`src/rtl/mine_count_calc.sv`:
```
// mine_count_calc
// Walks every cell of a ROWS x COLS minefield, reads the cell and its eight
// neighbours from a 1-cycle-latency mine bitmap memory, and writes each
// cell's adjacent-mine count (or 9 if the cell itself is a mine) into a
// count memory. Also reports the total number of mines, saturating at 63.
//
// Ports:
//   clk             sole clock, rising edge
//   rst             synchronous active-low reset
//   start           level; begins a pass when sampled in IDLE
//   mine_mem_addr   read address into the mine bitmap
//   mine_mem_q      mine bit for the address presented last cycle
//   count_mem_addr  write address into the count memory
//   count_mem_data  0..8 adjacent mines, or 9 when the cell is a mine
//   count_mem_wren  write strobe, one cycle per cell
//   busy            high from SCAN entry through the last WRITE
//   done            one-cycle pulse when the pass completes
//   mine_count      mines found in the pass, saturating at 63
module mine_count_calc #(
  parameter int ROWS = 16,
  parameter int COLS = 16
) (
  input  logic       clk,
  input  logic       rst,
  input  logic       start,
  output logic [7:0] mine_mem_addr,
  input  logic       mine_mem_q,
  output logic [7:0] count_mem_addr,
  output logic [3:0] count_mem_data,
  output logic       count_mem_wren,
  output logic       busy,
  output logic       done,
  output logic [5:0] mine_count
);

  typedef enum logic [2:0] {IDLE, SCAN, DRAIN, WRITE, DONE} state_t;

  localparam logic [8:0] LAST_ROW = 9'(ROWS - 1);
  localparam logic [8:0] LAST_COL = 9'(COLS - 1);

  state_t     state, next_state;
  logic [8:0] row, col;
  logic [3:0] k;
  logic [3:0] acc;
  logic       self_mine;
  logic       valid_d;
  logic [3:0] k_d;

  int         dr, dc, nr, nc;
  logic       in_bounds;
  logic       last_cell;
  logic [7:0] cell_addr;

  // Neighbour offset for the current k, bounds check on row and column
  // independently so edges never wrap, plus next-state and output decode.
  always_comb begin
    next_state     = state;
    dr             = 0;
    dc             = 0;
    mine_mem_addr  = 8'd0;
    count_mem_addr = 8'd0;
    count_mem_data = 4'd0;
    count_mem_wren = 1'b0;
    busy           = 1'b0;
    done           = 1'b0;

    case (k)
      4'd1:    begin dr = -1; dc = -1; end
      4'd2:    begin dr = -1; dc =  0; end
      4'd3:    begin dr = -1; dc =  1; end
      4'd4:    begin dr =  0; dc = -1; end
      4'd5:    begin dr =  0; dc =  1; end
      4'd6:    begin dr =  1; dc = -1; end
      4'd7:    begin dr =  1; dc =  0; end
      4'd8:    begin dr =  1; dc =  1; end
      default: begin dr =  0; dc =  0; end
    endcase

    nr        = int'(row) + dr;
    nc        = int'(col) + dc;
    in_bounds = (nr >= 0) && (nr < ROWS) && (nc >= 0) && (nc < COLS);
    cell_addr = 8'(int'(row) * COLS + int'(col));
    last_cell = (row == LAST_ROW) && (col == LAST_COL);

    case (state)
      IDLE: begin
        if (start) next_state = SCAN;
      end
      SCAN: begin
        busy = 1'b1;
        // Out-of-bounds reads still go to a legal address; the bit is dropped.
        mine_mem_addr = in_bounds ? 8'(nr * COLS + nc) : cell_addr;
        if (k == 4'd8) next_state = DRAIN;
      end
      DRAIN: begin
        busy       = 1'b1;
        next_state = WRITE;
      end
      WRITE: begin
        busy           = 1'b1;
        count_mem_wren = 1'b1;
        count_mem_addr = cell_addr;
        count_mem_data = self_mine ? 4'd9 : acc;
        next_state     = last_cell ? DONE : SCAN;
      end
      DONE: begin
        done       = 1'b1;
        next_state = IDLE;
      end
      default: next_state = IDLE;
    endcase
  end

  // State register and datapath. The read bit arrives a cycle after its
  // address, so the in-bounds flag and k travel with it through valid_d/k_d.
  always_ff @(posedge clk) begin
    if (!rst) begin
      state      <= IDLE;
      row        <= 9'd0;
      col        <= 9'd0;
      k          <= 4'd0;
      acc        <= 4'd0;
      self_mine  <= 1'b0;
      valid_d    <= 1'b0;
      k_d        <= 4'd0;
      mine_count <= 6'd0;
    end else begin
      state   <= next_state;
      valid_d <= (state == SCAN) && in_bounds;
      k_d     <= k;

      if (valid_d) begin
        if (k_d == 4'd0) self_mine <= mine_mem_q;
        else             acc       <= acc + {3'b000, mine_mem_q};
      end

      case (state)
        IDLE: begin
          if (start) begin
            row        <= 9'd0;
            col        <= 9'd0;
            k          <= 4'd0;
            acc        <= 4'd0;
            self_mine  <= 1'b0;
            mine_count <= 6'd0;
          end
        end
        SCAN: begin
          k <= (k == 4'd8) ? 4'd0 : k + 4'd1;
        end
        WRITE: begin
          if (self_mine && (mine_count != 6'd63)) mine_count <= mine_count + 6'd1;
          acc       <= 4'd0;
          self_mine <= 1'b0;
          if (!last_cell) begin
            if (col == LAST_COL) begin
              col <= 9'd0;
              row <= row + 9'd1;
            end else begin
              col <= col + 9'd1;
            end
          end
        end
        default: ;
      endcase
    end
  end

endmodule

```
`config.mk`:
```
export PLATFORM = sky130hd
export DESIGN_NAME = mine_count_calc
export DESIGN_NICKNAME = d
export VERILOG_FILES = /design/src/rtl/mine_count_calc.sv
export SDC_FILE = /design/constraint.sdc
export NUM_CORES = 1
export LEC_CHECK = 0
export BUFFER_PORTS_ARGS = -buffer_cell sky130_fd_sc_hd__buf_2
export CORE_ASPECT_RATIO = 1.75
export CORE_MARGIN = 2
export CORE_UTILIZATION = 29
export CTS_CLUSTER_DIAMETER = 30
export DETAILED_ROUTE_END_ITERATION = 10
export HOLD_SLACK_MARGIN = 0.02
export PLACE_DENSITY = 0.45
export SYNTH_ARGS = -nofsm -noshare
export SYNTH_HDL_FRONTEND = slang
export SYNTH_SLANG_ARGS = --single-unit
export TNS_END_PERCENT = 5
```
`constraint.sdc`:
```
create_clock -name clk -period 5 [get_ports clk]
set_input_delay 1.25 -clock clk [delete_from_list [all_inputs] [get_ports clk]]
set_output_delay 1.25 -clock clk [all_outputs]
set_load 0.01 [all_outputs]
```
==> flow_summary.ini <==
[power_and_ir_drop]
p_leak_nw = 2.30
peakVddDrop_uv = 279
total_power_mw = 1.16
powerDensity_nw_per_um2 = 218

[synthesis]
seq_area_frac_synth_pct = 22.6
netlist_area_um2 = 3990
syn_avg_cell_area_um2 = 8.30
syn_inst = 481
syn-num-nets = 538
yosys_register_bits = 45
synth.distinct_cells = 64
synthFlopType = dfxtp_1
synth_edf_count = 0
synthArstFlopShare_pct = 0
yosys_warnings = 0

[sta]
fin_crit_sh_pct = 111
worst_pin_slew_ns = 0.811
min_period_ns = 5.57
finalWorstSetupSlack_ns = -0.570
rsz0062_at_grt = true
worst_clock_skew_ns = 0.00429
hold_viol_final = 0
fmax_mhz = 180
final_max_slew_viol_count = 0
max_slew_margin_pct = 45.5
worst_hold_slack_ns = 0.480
setup_viol = 8

[place]
dp.cells = 758
gp_congestion = 0.855
numPortBuffers = 32
dp_hpwl_mm = 10.1

[die]
io_pins = 33
dieHeight_um = 159
dieArea_um2 = 14800
rows = 56
die_w_um = 92.7
initial_core_util_pct = 29.7
coreArea_um2 = 13500

[global_route]
grt_first_pass_wirelength_mm = 20.1
track_usage_pct = 17.0
antenna_found_initial = 0
grt_pass1_vias = 3977
grt_max_degree = 18
grt-ovfl-total = 0

[cts]
cts_made_buffers = 5
cts-root-buf = clkbuf_16
clock_latency_ns = 0.29
h-tree-depth = 2
cts_tree = done
cts.sinks = 45
cts.clk_slew.worst_paths_ns = 0.06
hold_buffers = 0
cts_max_path_buffers = 2

[layout]
layout_common_cells = buf_4, nor2_1, ha_1
fin_cells = 767
fin_nets = 649
post-route-util_pct = 39.7
layout_commonest_cell = buf_4
syn_to_final_growth_pct = 33.7
nFillCells = 1453
drive_above_1_share_pct = 29.3
n_antenna_cell = 0

[critical_path]
cp.arrival_ns = 4.32
crit_required_ns = 3.75
end_kind = output pin
path_class = reg -> out
r2r_slack_ns = 1.22
reg2reg_to = valid_d$_SDFF_PN0_
crit_path_start_kind = flop
critPathLaunch = dr[31]$_SDFF_PP0_
cp_max_fo = 8
r2r_cells = 17
reg2reg_from = row[0]$_SDFFE_PN0P_
crit_end = mine_mem_addr[5]

[routing]
antenna_left = 0
drc = 0
vias = 3862
drt-pass1-iter-count = 4
drt_iter0_markers = 129
vias_per_cell = 5.04
wl_per_cell_um = 15.8
totalWireLength_mm = 12.1

[min_path]
hold_class = reg -> reg

[job]
drv_cap = 0

[status]
status = complete, but fails checks
failed_checks = setup timing
[power breakdown]
group	leakage, nW	switching (mW)	total, mW	internal [mW]
clock network	0.0841	0.138	0.388	0.250
registers	0.367	0.0133	0.383	0.370
logic	1.85	0.210	0.392	0.182
total	2.30	0.361	1.16	0.801
[repair_timing]
| item | CTS | global route |
|---|---|---|
| hold endpoints to repair | 0 | 0 |
| endpoints found under the setup margin | 8 | 8 |
| setup buffers | 1 | 0 |
| resized for setup | 20 | 6 |
| pin swaps | 7 | 5 |
[final cells by class]
class                      instances  area, µm²  share of cell area (%)
clock buffer                       7        143                    2.67
clock inverter                     1       30.0                   0.563
inverter                          22       82.6                    1.55
multi-input combinational        400       3110                    58.4
sequential                        45        915                    17.1
tap                              174        218                    4.08
timing repair buffer             118        835                    15.6
[worst min-delay path by stage]
| stage | from | endpoint | slack (ns) | cells after the start |
|---|---|---|---|---|
| 2_1_floorplan | acc[0]$_SDFF_PN0_ | acc[0]$_SDFF_PN0_ | 0.45 | 2 |
| 3_3_place_gp | acc[0]$_SDFF_PN0_ | acc[0]$_SDFF_PN0_ | 0.46 | 2 |
| 3_5_place_dp | acc[0]$_SDFF_PN0_ | acc[0]$_SDFF_PN0_ | 0.47 | 2 |
| 4_1_cts | acc[0]$_SDFF_PN0_ | acc[0]$_SDFF_PN0_ | 0.48 | 2 |
| 5_1_grt | acc[0]$_SDFF_PN0_ | acc[0]$_SDFF_PN0_ | 0.52 | 2 |
| 6_report | acc[0]$_SDFF_PN0_ | acc[0]$_SDFF_PN0_ | 0.48 | 2 |
[kinds of logic (layout without fill, tap and decap cells)]
logic type / Yosys count / count (layout) / synth area share [%]
and+or+nand+nor: 206 / 206 / 28.6
AOI/OAI and AO/OA: 95 / 95 / 16.8
adders and majority gates: 53 / 53 / 17.4
DFF: 45 / 45 / 22.6
buffers and inverters: 36 / 148 / 3.98
xor gates and xnor gates: 34 / 34 / 7.46
muxes: 12 / 12 / 3.29
[stage by stage]
stage | worst slack [ns] | setup TNS [ns] | instance area [µm²]
floorplan | -0.0890 | -0.249 | 4060
global placement | -0.376 | -2.28 | 5030
detailed placement | -0.426 | -2.62 | 5030
CTS | -0.622 | -4.61 | 5290
global route | -0.801 | -6.10 | 5340
finish | -0.570 | -4.35 | 5340
[state kept, by name, indices dropped and copies added, names as in the netlist]
register	flops
col	9
row	9
mine_count	6
acc	4
k	4
k_d	4
state	3
dc	2
dr	2
self_mine	1
valid_d	1
[per-layer routing]
layer	wire length, µm	GRT usage, %	vias up
li1	-	-	1975
met1	4670	17.8	1824
met2	7010	34.5	47
met3	179	1.37	16
met4	272	5.48	0
met5	0	0	-
[critical path, stage by stage (launching register included)]
cell	delay, ns
dfxtp_4	0.38
ha_4	0.28
a211oi_2	0.06
buf_4	0.14
o211a_1	0.23
o21bai_1	0.19
nor2b_4	0.19
o21ai_0	0.11
ha_1	0.21
or2b_2	0.30
nor3_1	0.17
and4_1	0.22
o2111ai_1	0.13
or4b_4	0.51
buf_4	0.16
nor4_4	0.14
buf_6	0.17
mux2_4	0.31
buf_2	0.14
[Yosys cell counts (all sizes together) (9+ instances only)]
library cell | instances | share of area [%]
mux2i | 9 | 2.3
xor2 | 20 | 4.4
nand4 | 16 | 2.5
clkbuf | 9 | 0.85
o21ai | 16 | 2.0
nor2 | 56 | 5.3
inv | 21 | 2.0
nand3 | 11 | 1.4
ha | 49 | 15
dfxtp | 45 | 23
a21oi | 21 | 2.6
xnor2 | 14 | 3.1
nand2 | 38 | 3.6
and2 | 14 | 2.2
Note: power is estimated with default switching activity, not from simulation.
